### src/rtl/hamwt_pkg.sv
// hamwt_pkg: shared types and helpers for the streaming Hamming-weight engine.
//   state_t    - control FSM states
//   cnt_width  - width of the weight counter (holds 0..max_words*data_w)
//   loc_width  - width of a set-bit location (0..max_words*data_w-1)
//   popcount   - number of set bits in a word of up to POP_MAX bits
package hamwt_pkg;

    typedef enum logic [1:0] {
        IDLE  = 2'd0,
        ACCUM = 2'd1,
        SCAN  = 2'd2,
        DONE  = 2'd3
    } state_t;

    // Widest word popcount can take; narrower words are zero-extended by the caller.
    localparam int POP_MAX = 256;

    function automatic int cnt_width(input int max_words, input int data_w);
        return $clog2(max_words * data_w + 1);
    endfunction

    function automatic int loc_width(input int max_words, input int data_w);
        return $clog2(max_words * data_w);
    endfunction

    function automatic int unsigned popcount(input logic [POP_MAX-1:0] v);
        int unsigned n;
        n = 0;
        for (int i = 0; i < POP_MAX; i++) begin
            n += int'(v[i]);
        end
        return n;
    endfunction

endpackage

### src/rtl/hamwt_lsb_enc.sv
// hamwt_lsb_enc: lowest-set-bit encoder.
//   word    in  DATA_W          word to examine
//   idx     out $clog2(DATA_W)  index of the lowest set bit (0 when word is zero)
//   none    out 1               word has no set bit
//   cleared out DATA_W          word with its lowest set bit cleared
module hamwt_lsb_enc #(
    parameter int DATA_W = 8,
    localparam int IDX_W = $clog2(DATA_W)
) (
    input  logic [DATA_W-1:0] word,
    output logic [IDX_W-1:0]  idx,
    output logic              none,
    output logic [DATA_W-1:0] cleared
);

    // Scanning from the top down lets the lowest set bit win the last assignment.
    always_comb begin
        // NOTE: give every always_comb output a default before any branch so no latch is inferred.
        idx = '0;
        for (int i = DATA_W - 1; i >= 0; i--) begin
            if (word[i]) begin
                idx = IDX_W'(i);
            end
        end
    end

    assign none    = (word == '0);
    // Subtracting one borrows through the trailing zeros and clears the lowest set bit.
    assign cleared = word & (word - DATA_W'(1));

endmodule

### src/rtl/hamwt_stream.sv
// hamwt_stream: streaming Hamming-weight engine.
// Counts set bits across a packet of DATA_W-bit words, emits the location of
// every set bit one per handshake, then presents the total weight and an
// overflow flag (packet longer than MAX_WORDS) on a result handshake.
//   clk, clear                  clock, synchronous active-high reset
//   pkt_starts                  packet-start strobe (restarts an open packet)
//   in_valid/in_ready           word handshake for bin_data, in_last
//   loc_valid/loc_ready         location handshake for loc_data
//   res_valid/res_ready         result handshake for ham_wt, ovf
//   pkt_abort                   one-cycle pulse when an open packet is discarded
module hamwt_stream
    import hamwt_pkg::*;
#(
    parameter int DATA_W    = 8,
    parameter int MAX_WORDS = 4,
    localparam int CNT_W    = cnt_width(MAX_WORDS, DATA_W),
    localparam int LOC_W    = loc_width(MAX_WORDS, DATA_W)
) (
    input  logic              clk,
    input  logic              clear,
    input  logic              pkt_starts,
    input  logic              in_valid,
    output logic              in_ready,
    input  logic [DATA_W-1:0] bin_data,
    input  logic              in_last,
    output logic              loc_valid,
    input  logic              loc_ready,
    output logic [LOC_W-1:0]  loc_data,
    output logic              res_valid,
    input  logic              res_ready,
    output logic [CNT_W-1:0]  ham_wt,
    output logic              ovf,
    output logic              pkt_abort
);

    localparam int IDX_W = $clog2(MAX_WORDS + 1);
    localparam int BIT_W = $clog2(DATA_W);

    state_t              state, state_n;
    logic [CNT_W-1:0]    count, count_n;
    logic [IDX_W-1:0]    word_idx, word_idx_n;
    logic [DATA_W-1:0]   hold, hold_n;
    logic [LOC_W-1:0]    base, base_n;
    logic                last, last_n;
    logic                ovf_r, ovf_n;
    logic                abort_r, abort_n;

    logic [BIT_W-1:0]    enc_idx;
    logic                enc_none;
    logic [DATA_W-1:0]   enc_cleared;
    logic                counted;

    hamwt_lsb_enc #(.DATA_W(DATA_W)) u_lsb_enc (
        .word    (hold),
        .idx     (enc_idx),
        .none    (enc_none),
        .cleared (enc_cleared)
    );

    // Word index saturates at MAX_WORDS, so anything below it is still countable.
    assign counted = (word_idx < IDX_W'(MAX_WORDS));

    always_comb begin
        state_n    = state;
        count_n    = count;
        word_idx_n = word_idx;
        hold_n     = hold;
        base_n     = base;
        last_n     = last;
        ovf_n      = ovf_r;
        abort_n    = 1'b0;

        case (state)
            IDLE: begin
                if (pkt_starts) begin
                    state_n    = ACCUM;
                    count_n    = '0;
                    word_idx_n = '0;
                    hold_n     = '0;
                    ovf_n      = 1'b0;
                end
            end
            ACCUM, SCAN: begin
                if (pkt_starts) begin
                    // Restart wins over any handshake in the same cycle.
                    state_n    = ACCUM;
                    count_n    = '0;
                    word_idx_n = '0;
                    hold_n     = '0;
                    ovf_n      = 1'b0;
                    abort_n    = 1'b1;
                end else if (state == ACCUM) begin
                    if (in_valid) begin
                        if (counted) begin
                            count_n    = count + CNT_W'(popcount(POP_MAX'(bin_data)));
                            word_idx_n = word_idx + IDX_W'(1);
                        end else begin
                            ovf_n = 1'b1;
                        end
                        if (counted && bin_data != '0) begin
                            hold_n  = bin_data;
                            base_n  = LOC_W'(word_idx) * LOC_W'(DATA_W);
                            last_n  = in_last;
                            state_n = SCAN;
                        end else if (in_last) begin
                            state_n = DONE;
                        end
                    end
                end else if (loc_ready) begin
                    hold_n = enc_cleared;
                    if (enc_cleared == '0) begin
                        state_n = last ? DONE : ACCUM;
                    end
                end
            end
            DONE: begin
                if (res_ready) begin
                    state_n = IDLE;
                end
            end
            default: state_n = IDLE;
        endcase
    end

    always_ff @(posedge clk) begin
        // NOTE: sequential state uses non-blocking assignments so every register samples pre-edge values.
        if (clear) begin
            state    <= IDLE;
            count    <= '0;
            word_idx <= '0;
            hold     <= '0;
            base     <= '0;
            last     <= 1'b0;
            ovf_r    <= 1'b0;
            abort_r  <= 1'b0;
        end else begin
            state    <= state_n;
            count    <= count_n;
            word_idx <= word_idx_n;
            hold     <= hold_n;
            base     <= base_n;
            last     <= last_n;
            ovf_r    <= ovf_n;
            abort_r  <= abort_n;
        end
    end

    assign in_ready  = (state == ACCUM);
    assign loc_valid = (state == SCAN) && !enc_none;
    assign loc_data  = loc_valid ? base + LOC_W'(enc_idx) : '0;
    assign res_valid = (state == DONE);
    assign ham_wt    = count;
    assign ovf       = ovf_r;
    assign pkt_abort = abort_r;

endmodule

### config.mk
export PLATFORM = sky130hd
export DESIGN_NAME = hamwt_stream
export DESIGN_NICKNAME = d
export VERILOG_FILES = /design/src/rtl/hamwt_pkg.sv /design/src/rtl/hamwt_lsb_enc.sv /design/src/rtl/hamwt_stream.sv
export SDC_FILE = /design/constraint.sdc
export NUM_CORES = 1
export LEC_CHECK = 0
export ABC_AREA = 1
export ABC_CLOCK_PERIOD_IN_PS = 4800
export CORE_UTILIZATION = 48
export DETAILED_ROUTE_END_ITERATION = 7
export DONT_BUFFER_PORTS = 1
export GPL_ROUTABILITY_DRIVEN = 0
export MAX_ROUTING_LAYER = met4
export SETUP_SLACK_MARGIN = 0.5
export SLEW_MARGIN = 20
export SYNTH_ARGS = -nofsm -noshare
export SYNTH_HDL_FRONTEND = slang
export SYNTH_HIERARCHICAL = 1
export SYNTH_SLANG_ARGS = --single-unit
### constraint.sdc
create_clock -name clk -period 4.8 [get_ports clk]
set_clock_uncertainty 0.2 [all_clocks]
set_input_delay 0.96 -clock clk [delete_from_list [all_inputs] [get_ports clk]]
set_output_delay 0.96 -clock clk [all_outputs]
set_load 0.005 [all_outputs]
==> impl_metrics.toml, run 1 <==
[critical_path]
critPathLaunch = "bin_data[0]"
reg2regPathDepth = 11
crit_path_start_kind = "input pin"
end_kind = "register"
worstPathArrival_ns = 3.75
crit_end = "ham_wt[4]"
r2r-end = "ham_wt[4]"
crit_type = "input pin to register"
r2r-start = "ham_wt[0]"
required_ns = 4.76
rrSetupSlack_ns = 1.81
critical_path.max_fanout = 2

[pwr]
powerDensity_nw_per_um2 = 466
total_leakage_power_uw = 0.000928
peakVddDrop_mv = 0.178
total_power_uw = 882
p_sw_share_pct = 47.8
comb_power_share_pct = 55.0
p_clk_share_pct = 13.4
seq_power_share_pct = 31.6
switching_power_uw = 422
cell_internal_pwr_uw = 460

[finish]
layout_commonest_cell = "nand2_1"
drive_above_1_share_pct = 7.25
final.fill_count = 370
syn_to_final_growth_pct = 4.28
instances_no_fill = 322
final_cell_mix = "nand2_1 (55), inv_1 (48), nor2_1 (46), dfxtp_1 (24)"
nets = 311
diodes = 0

[timing]
finalSetupTns_ns = 0
max_clock_freq_mhz = 264
final-max-slew-violation-count = 0
period_share_pct = 79.0
rsz0062_at_grt = "no"
hold_ws_ns = 0.265
hold_violations = 0
setup_violations = 0
period_minus_slack_ns = 3.79

[floorplan]
fp-row-count = 21
core_um2 = 3470
die_h_um = 63.5
die-area_um2 = 4030
die_w_um = 63.5
start_util_pct = 52.3
pin_count = 31

[cts]
path_clk_slew_ns = 0.09
cts_resized = 0
cts_tree = "yes"
cts_max_level = 1
cts_buffer_depth = 2
ctsRootBufferMaster = "clkbuf_8"
ctsHoldBuffers = 0
insertion_delay_ns = 0.26
cts.sinks = 24
cts_setup_buffers = 0
cts_buffers = 3

[routing]
antenna_left = 0
wl_per_cell_um = 12.0
route.vias.total = 1588
first_pass_iters = 5
detail_route.iter0.violations = 78
drt_wl_total_um = 3860
drcViolationCount = 0
viasPerCell = 4.93

[worst_hold_path]
hold_depth = 2
min_path_type = "register to register"

[run_status]
outcome = "finished clean"

[grt]
grt_antenna_before_repair = 0
grt_overflow_total = 0
grt_max_degree = 13
grtUsageTotal_pct = 22.0
grt_pass1_wl_um = 6840
grt_pass1_vias = 1523

[place]
dp_hpwl_um = 3210
port_buffers = 0
dp_cells = 319

[synthesis]
synthCells = 277
syn_nets = 310
synth_area_per_cell_um2 = 6.55
synth_cell_types = 30
seq_area_frac_synth_pct = 26.5
ys_ff_latch = 24
synth_area_um2 = 1810
yosysWarnings = 6

[flow_run]
cap_violations = 0
[routing by layer]
layer	routed length [µm]	up-vias	global-route usage (%)	part of all wire [%]
li1	-	855	-	-
met1	1900	708	28.3	49
met2	1820	23	36.6	47
met3	126	2	3.26	3.3
met4	17	0	4.26	0.44
met5	0	-	-	0
[metrics by stage]
step	util, %	setup WS [ns]	cell area, µm²
floorplan	-	0.854	1810
global placement	53.4	0.763	1850
detailed placement	53.4	0.732	1850
CTS	54.5	1.01	1890
global route	54.5	0.899	1890
finish	54.5	1.01	1890
[flip-flops by register name, summed over array words and instances (netlist names)]
name	count
ovf	1
hold	8
word_idx	3
state	2
last	1
pkt_abort	1
ham_wt	6
base	2
[synth_stat cells]
| cell | count | area, µm² |
|---|---|---|
| buf_2 | 1 | 5.00 |
| nor2_4 | 4 | 45.0 |
| clkbuf_2 | 1 | 5.00 |
| fa_1 | 5 | 100 |
| clkbuf_1 | 1 | 3.75 |
| buf_4 | 1 | 7.51 |
| nand2_4 | 2 | 22.5 |
| inv_4 | 1 | 6.26 |
| o21ai_2 | 1 | 8.76 |
| ha_1 | 13 | 163 |
| o21ai_1 | 2 | 10.0 |
| nor2_2 | 4 | 25.0 |
| nand3b_1 | 3 | 22.5 |
| o21ai_0 | 19 | 95.1 |
| nor2_1 | 46 | 173 |
| nand3_1 | 13 | 65.1 |
| inv_1 | 48 | 180 |
| nand4_1 | 1 | 6.26 |
| nand4_2 | 2 | 25.0 |
| a21oi_1 | 19 | 95.1 |
| inv_2 | 2 | 7.51 |
| nor3_1 | 3 | 15.0 |
| nand2_1 | 55 | 206 |
| o21bai_1 | 1 | 7.51 |
| o31a_1 | 1 | 8.76 |
| o21a_1 | 1 | 7.51 |
| nand2_2 | 1 | 6.26 |
| a21boi_1 | 1 | 7.51 |
| conb_1 | 1 | 3.75 |
| dfxtp_1 | 24 | 480 |
[critical path, cell delays in order]
cell and delay (ns):
fa_1 0.51, inv_1 0.04, fa_1 0.50, fa_1 0.43, fa_1 0.41, fa_1 0.40, nor2_1 0.13, o21ai_0 0.09
nand2_1 0.08, nand2_1 0.06, nor2_1 0.09, nor3_1 0.05
[power by group through the flow]
stage | Clock (µW) | Sequential (µW) | Combinational, µW
6_report | 118 | 278 | 485
5_1_grt | 130 | 285 | 574
4_1_cts | 122 | 280 | 487
3_5_place_dp | 0 | 284 | 485
3_3_place_gp | 0 | 283 | 486
2_1_floorplan | 0 | 275 | 401
[worst min path at each step]
| stage | from | to | slack [ns] |
|---|---|---|---|
| floorplan | base[3] | base[3] | 0.25 |
| global placement | base[3] | base[3] | 0.25 |
| detailed placement | base[3] | base[3] | 0.25 |
| CTS | base[3] | base[3] | 0.27 |
| global route | last | last | 0.29 |
| finish | base[3] | base[3] | 0.27 |
[cell type report]
type | instances | area [µm²] | area share, %
multi-input combinational | 198 | 1120 | 59.1
sequential | 24 | 480 | 25.4
inverter | 51 | 194 | 10.3
tap | 46 | 57.6 | 3.04
clock buffer | 3 | 41.3 | 2.18
[cells by family (layout without fill, tap and decap cells)]
kind of cell,after synthesis,after routing,synth area share (%)
compound gates,45,45,13.2
flops,24,24,26.5
simple gates,134,134,33.7
other cells,1,1,0.207
buf+inv,55,54,11.9
fa+ha+maj,18,18,14.5
Note: power is estimated with default switching activity, not from simulation.
==> run 2, diff against run 1 <==
ABC_CLOCK_PERIOD_IN_PS = 3700   (was 4800)
clock period = 3.7 ns   (was 4.8 ns; I/O delays follow)
==> run 2 against run 1 <==
Effect of this change: hold slack better by 0.00061 ns; first-iteration DRC count shrank 18%; combinational power is 32% higher; total power up 40%; sequential share of layout area down 0.49 points; setup slack lost 0.82 ns; via count is 0.13% higher; wire length up 3.8%; clock power increased by 98%; sequential cell count stayed put; critical path type unchanged; critical path depth did not move.
==> impl_metrics.toml, run 2 (synthesis results as in run 1) <==
[pwr]
powerDensity_nw_per_um2 = 640
cell_internal_pwr_uw = 674
switching_power_uw = 561
comb_power_share_pct = 51.8
total_power_uw = 1240
peakVddDrop_mv = 0.271
p_sw_share_pct = 45.5
total_leakage_power_uw = 0.000941
p_clk_share_pct = 18.9
seq_power_share_pct = 29.2

[floorplan]
fp-row-count = 21
die-area_um2 = 4030
die_h_um = 63.5
core_um2 = 3470
die_w_um = 63.5
pin_count = 31
start_util_pct = 52.3

[critical_path]
end_kind = "register"
critPathMaxStageDelay_ns = 0.52
crit_slowest_cell = "fa_1"
cp_cell_sequence = "fa_1, inv_1, fa_1, fa_1, fa_2, fa_2, nor2_2, o21ai_0, nand2_1, nand2_1, nor2_1, nor3_1"
r2r-start = "ham_wt[0]"
r2r-end = "ham_wt[4]"
crit_top_cell = "fa_1"
crit_type = "input pin to register"
reg2regPathDepth = 11
crit_path_start_kind = "input pin"
worstPathArrival_ns = 3.48
critical_path.max_fanout = 2
required_ns = 3.66
rrSetupSlack_ns = 0.74

[routing]
route.vias.total = 1590
drt_wl_total_um = 4000
detail_route.iter0.violations = 64
viasPerCell = 4.92
antenna_left = 0
first_pass_iters = 5
drcViolationCount = 0
wl_per_cell_um = 12.4

[timing]
period_share_pct = 95.0
hold_violations = 0
hold_ws_ns = 0.266
max_clock_freq_mhz = 285
rsz0062_at_grt = "yes"
period_minus_slack_ns = 3.51
finalSetupTns_ns = 0
setup_violations = 0
final-max-slew-violation-count = 0
setup_ws_ns = 0.185

[cts]
ctsRootBufferMaster = "clkbuf_8"
cts_tree = "yes"
cts_setup_buffers = 0
cts_buffer_depth = 2
cts_buffers = 3
cts.sinks = 24
ctsHoldBuffers = 0
insertion_delay_ns = 0.27
cts_max_level = 1
path_clk_slew_ns = 0.09

[worst_hold_path]
min_to = "base[3]"
min_from = "base[3]"
min_path_type = "register to register"
hold_depth = 2

[grt]
grt_pass1_vias = 1515
grt_antenna_before_repair = 0
grtUsageTotal_pct = 22.7
grt_pass1_wl_um = 7000
grt_overflow_total = 0
grt_max_degree = 15

[finish]
final_cell_mix = "nand2_1 (55), inv_1 (48), nor2_1 (45), dfxtp_1 (24)"
layout_commonest_cell = "nand2_1"
syn_to_final_growth_pct = 6.34
instances_no_fill = 323
diodes = 0
largest_reg_flops = 8
largest_register = "hold"
nets = 311
drive_above_1_share_pct = 8.66

[place]
dp_hpwl_um = 3260
dp_cells = 319
port_buffers = 0
pre_cts_ws_ns = -0.112

[flow_run]
cap_violations = 0

[run_status]
outcome = "finished clean"
-- run 2: critical path: cells and delay by family --
family | cells | cell delay [ns]
compound gates | 1 | 0.09
fa+ha+maj | 5 | 2.20
buf+inv | 1 | 0.05
simple gates | 5 | 0.40
-- run 2: stage by stage --
stage | cell area [µm²] | utilization (%)
detailed placement | 1860 | 53.5
global route | 1930 | 55.6
CTS | 1930 | 55.6
global placement | 1860 | 53.5
floorplan | 1820 | -
finish | 1930 | 55.6
-- run 2: repair_timing --
item / CTS / global route
setup endpoints to repair: 4 / 5
resized for setup: 1 / 0
pin swaps: 2 / 4
-- run 2: layout make-up --
class,instances,area [µm²]
multi-input cells,198,1130
flip-flops and latches,24,480
clock inverters,1,30.0
clock buffers,3,41.3
inverters,51,194
fillers,370,1540
well taps,46,57.6
-- run 2: worst max-delay path by stage --
stage                            from        end
after floorplan           bin_data[0]  ham_wt[4]
after global placement    bin_data[0]  ham_wt[4]
after global routing      bin_data[0]  ham_wt[4]
after detailed placement  bin_data[0]  ham_wt[4]
final                     bin_data[0]  ham_wt[4]
after CTS                 bin_data[0]  ham_wt[4]
-- run 2: metal layers --
layer | vias to the layer above | track usage [%] | routed length [µm]
li1 | 863 | - | -
met1 | 699 | 27.8 | 1940
met2 | 24 | 38.4 | 1890
met3 | 4 | 3.26 | 124
met4 | 0 | 6.25 | 43
met5 | - | - | 0
-- run 2: power groups by stage --
stage | logic, µW | registers (µW) | clock network [µW]
finish | 640 | 361 | 234
global route | 748 | 370 | 246
CTS | 644 | 362 | 241
global placement | 631 | 368 | 0
detailed placement | 638 | 368 | 0
floorplan | 522 | 357 | 0
==> run 3, diff against run 2 <==
ABC_CLOCK_PERIOD_IN_PS = 3400   (was 3700)
clock period = 3.4 ns   (was 3.7 ns; I/O delays follow)
==> run 3 against run 2 <==
Effect of this change: the run now ends with setup timing left; combinational power up 9.8%; cell area up 0.13%; non-clock buffer count unchanged; via count increased by 1.2%.
==> impl_metrics.toml, run 3 (synthesis results as in run 1) <==
[cts]
cts_buffer_depth = 2
ctsHoldBuffers = 0
cts_max_level = 1
ctsRootBufferMaster = "clkbuf_8"
insertion_delay_ns = 0.28
cts_tree = "yes"
cts.sinks = 24
path_clk_slew_ns = 0.10
cts_buffers = 3

[timing]
setup_ws_ns = -0.0129
finalSetupTns_ns = -0.0129
hold_violations = 0
setup_violations = 1
period_share_pct = 100
rsz0062_at_grt = "yes"
period_minus_slack_ns = 3.41
final-max-slew-violation-count = 0
max_clock_freq_mhz = 293

[floorplan]
core_um2 = 3470
die_w_um = 63.5
start_util_pct = 52.3
die-area_um2 = 4030
die_h_um = 63.5
fp-row-count = 21
pin_count = 31

[finish]
layout_commonest_cell = "nand2_1"
instances_no_fill = 323
nets = 311
drive_above_1_share_pct = 9.39
final_cell_mix = "nand2_1 (55), inv_1 (47), nor2_1 (44), dfxtp_1 (24), a21oi_1 (19)"
largest_register = "hold"
largest_reg_flops = 8
syn_to_final_growth_pct = 6.48
fin_area_um2 = 1930
diodes = 0

[pwr]
peakVddDrop_mv = 0.241
total_leakage_power_uw = 0.000939
powerDensity_nw_per_um2 = 701

[place]
port_buffers = 0
dp_cells = 319
dp_hpwl_um = 3260
placed_area_um2 = 1860

[routing]
wl_per_cell_um = 12.5
viasPerCell = 4.98
detail_route.iter0.violations = 92
first_pass_iters = 5
drt_wl_total_um = 4020
route.vias.total = 1609
antenna_left = 0
drcViolationCount = 0

[grt]
grt_antenna_before_repair = 0
grt_pass1_wl_um = 7040
grt_pass1_vias = 1540
grt_overflow_total = 0
grtUsageTotal_pct = 22.8
grt_max_degree = 15

[critical_path]
critical_path.max_fanout = 2
critPathMaxStageDelay_ns = 0.52
required_ns = 3.36
crit_top_cell = "fa_1"
path_buf_inv = 1
end_kind = "register"
worstPathArrival_ns = 3.38
cp_cell_sequence = "fa_1, inv_1, fa_1, fa_1, fa_2, fa_2, nor2_2, o21ai_1, nand2_1, nand2_1, nor2_1, nor3_1"
crit_slowest_cell = "fa_1"
crit_type = "input pin to register"
crit_path_start_kind = "input pin"
path_delay_family = "adder cells"

[worst_hold_path]
min_path_type = "input pin to register"

[flow_run]
cap_violations = 0

[run_status]
outcome = "finished, violations left"
violations = "setup timing"
## run 3: changes by cell type in the layout (fill, tap and decap cells not counted)
cell     change
inv_1        -1
inv_2        +1
nor2_1       -1
nor2_2       +1
o21ai_0      -1
o21ai_1      +1
## run 3: worst reg2reg max path: stages, from the launching register on
cell,delay [ns]
dfxtp_1,0.36
inv_1,0.08
fa_1,0.52
fa_1,0.44
fa_2,0.38
fa_2,0.36
nor2_2,0.12
o21ai_1,0.07
nand2_1,0.08
nand2_1,0.05
nor2_1,0.09
nor3_1,0.05
## run 3: stage by stage
step	hold WS, ns	utilization [%]	total power [µW]	setup WS [ns]
after CTS	0.252	55.6	1360	-0.0277
after floorplan	0.245	-	956	-0.181
final	0.256	55.7	1350	-0.0129
after global routing	0.245	55.7	1490	-0.140
after global placement	0.249	53.5	1090	-0.265
after detailed placement	0.252	53.5	1090	-0.354
## run 3: layout make-up
type | instances | area (µm²)
Sequential cell | 24 | 480
Tap cell | 46 | 57.6
Fill cell | 378 | 1540
Clock buffer | 3 | 41.3
Multi-Input combinational cell | 198 | 1130
Clock inverter | 1 | 30.0
Inverter | 51 | 194
## run 3: timing repair
item | CTS | global route
resized for setup | 3 | 1
buffers inserted | 0 | 0
gates cloned | 0 | 0
endpoints found under the setup margin | 6 | 6
pin swaps | 2 | 5
## run 3: routing by layer
metal	global-route usage (%)	part of all wire, %	vias to the layer above
met4	6.82	0.99	0
met3	3.08	3.3	4
li1	-	-	860
met2	38.6	47	36
met1	27.9	48	709
met5	-	0	-
## run 3: power breakdown
group	total, µW	internal [µW]	switching, µW
Combinational	703	241	462
Clock	258	158	101
Sequential	392	336	56.0
## run 3: path summary, 6_finish.rpt
kind          endpoint  slack (ns)        start  cells past startpoint
max          ham_wt[4]       -0.01  bin_data[0]                     12
min               last        0.26        clear                      1
max reg2reg  ham_wt[4]        0.49    ham_wt[0]                     11
min reg2reg       last        0.27         last                      2
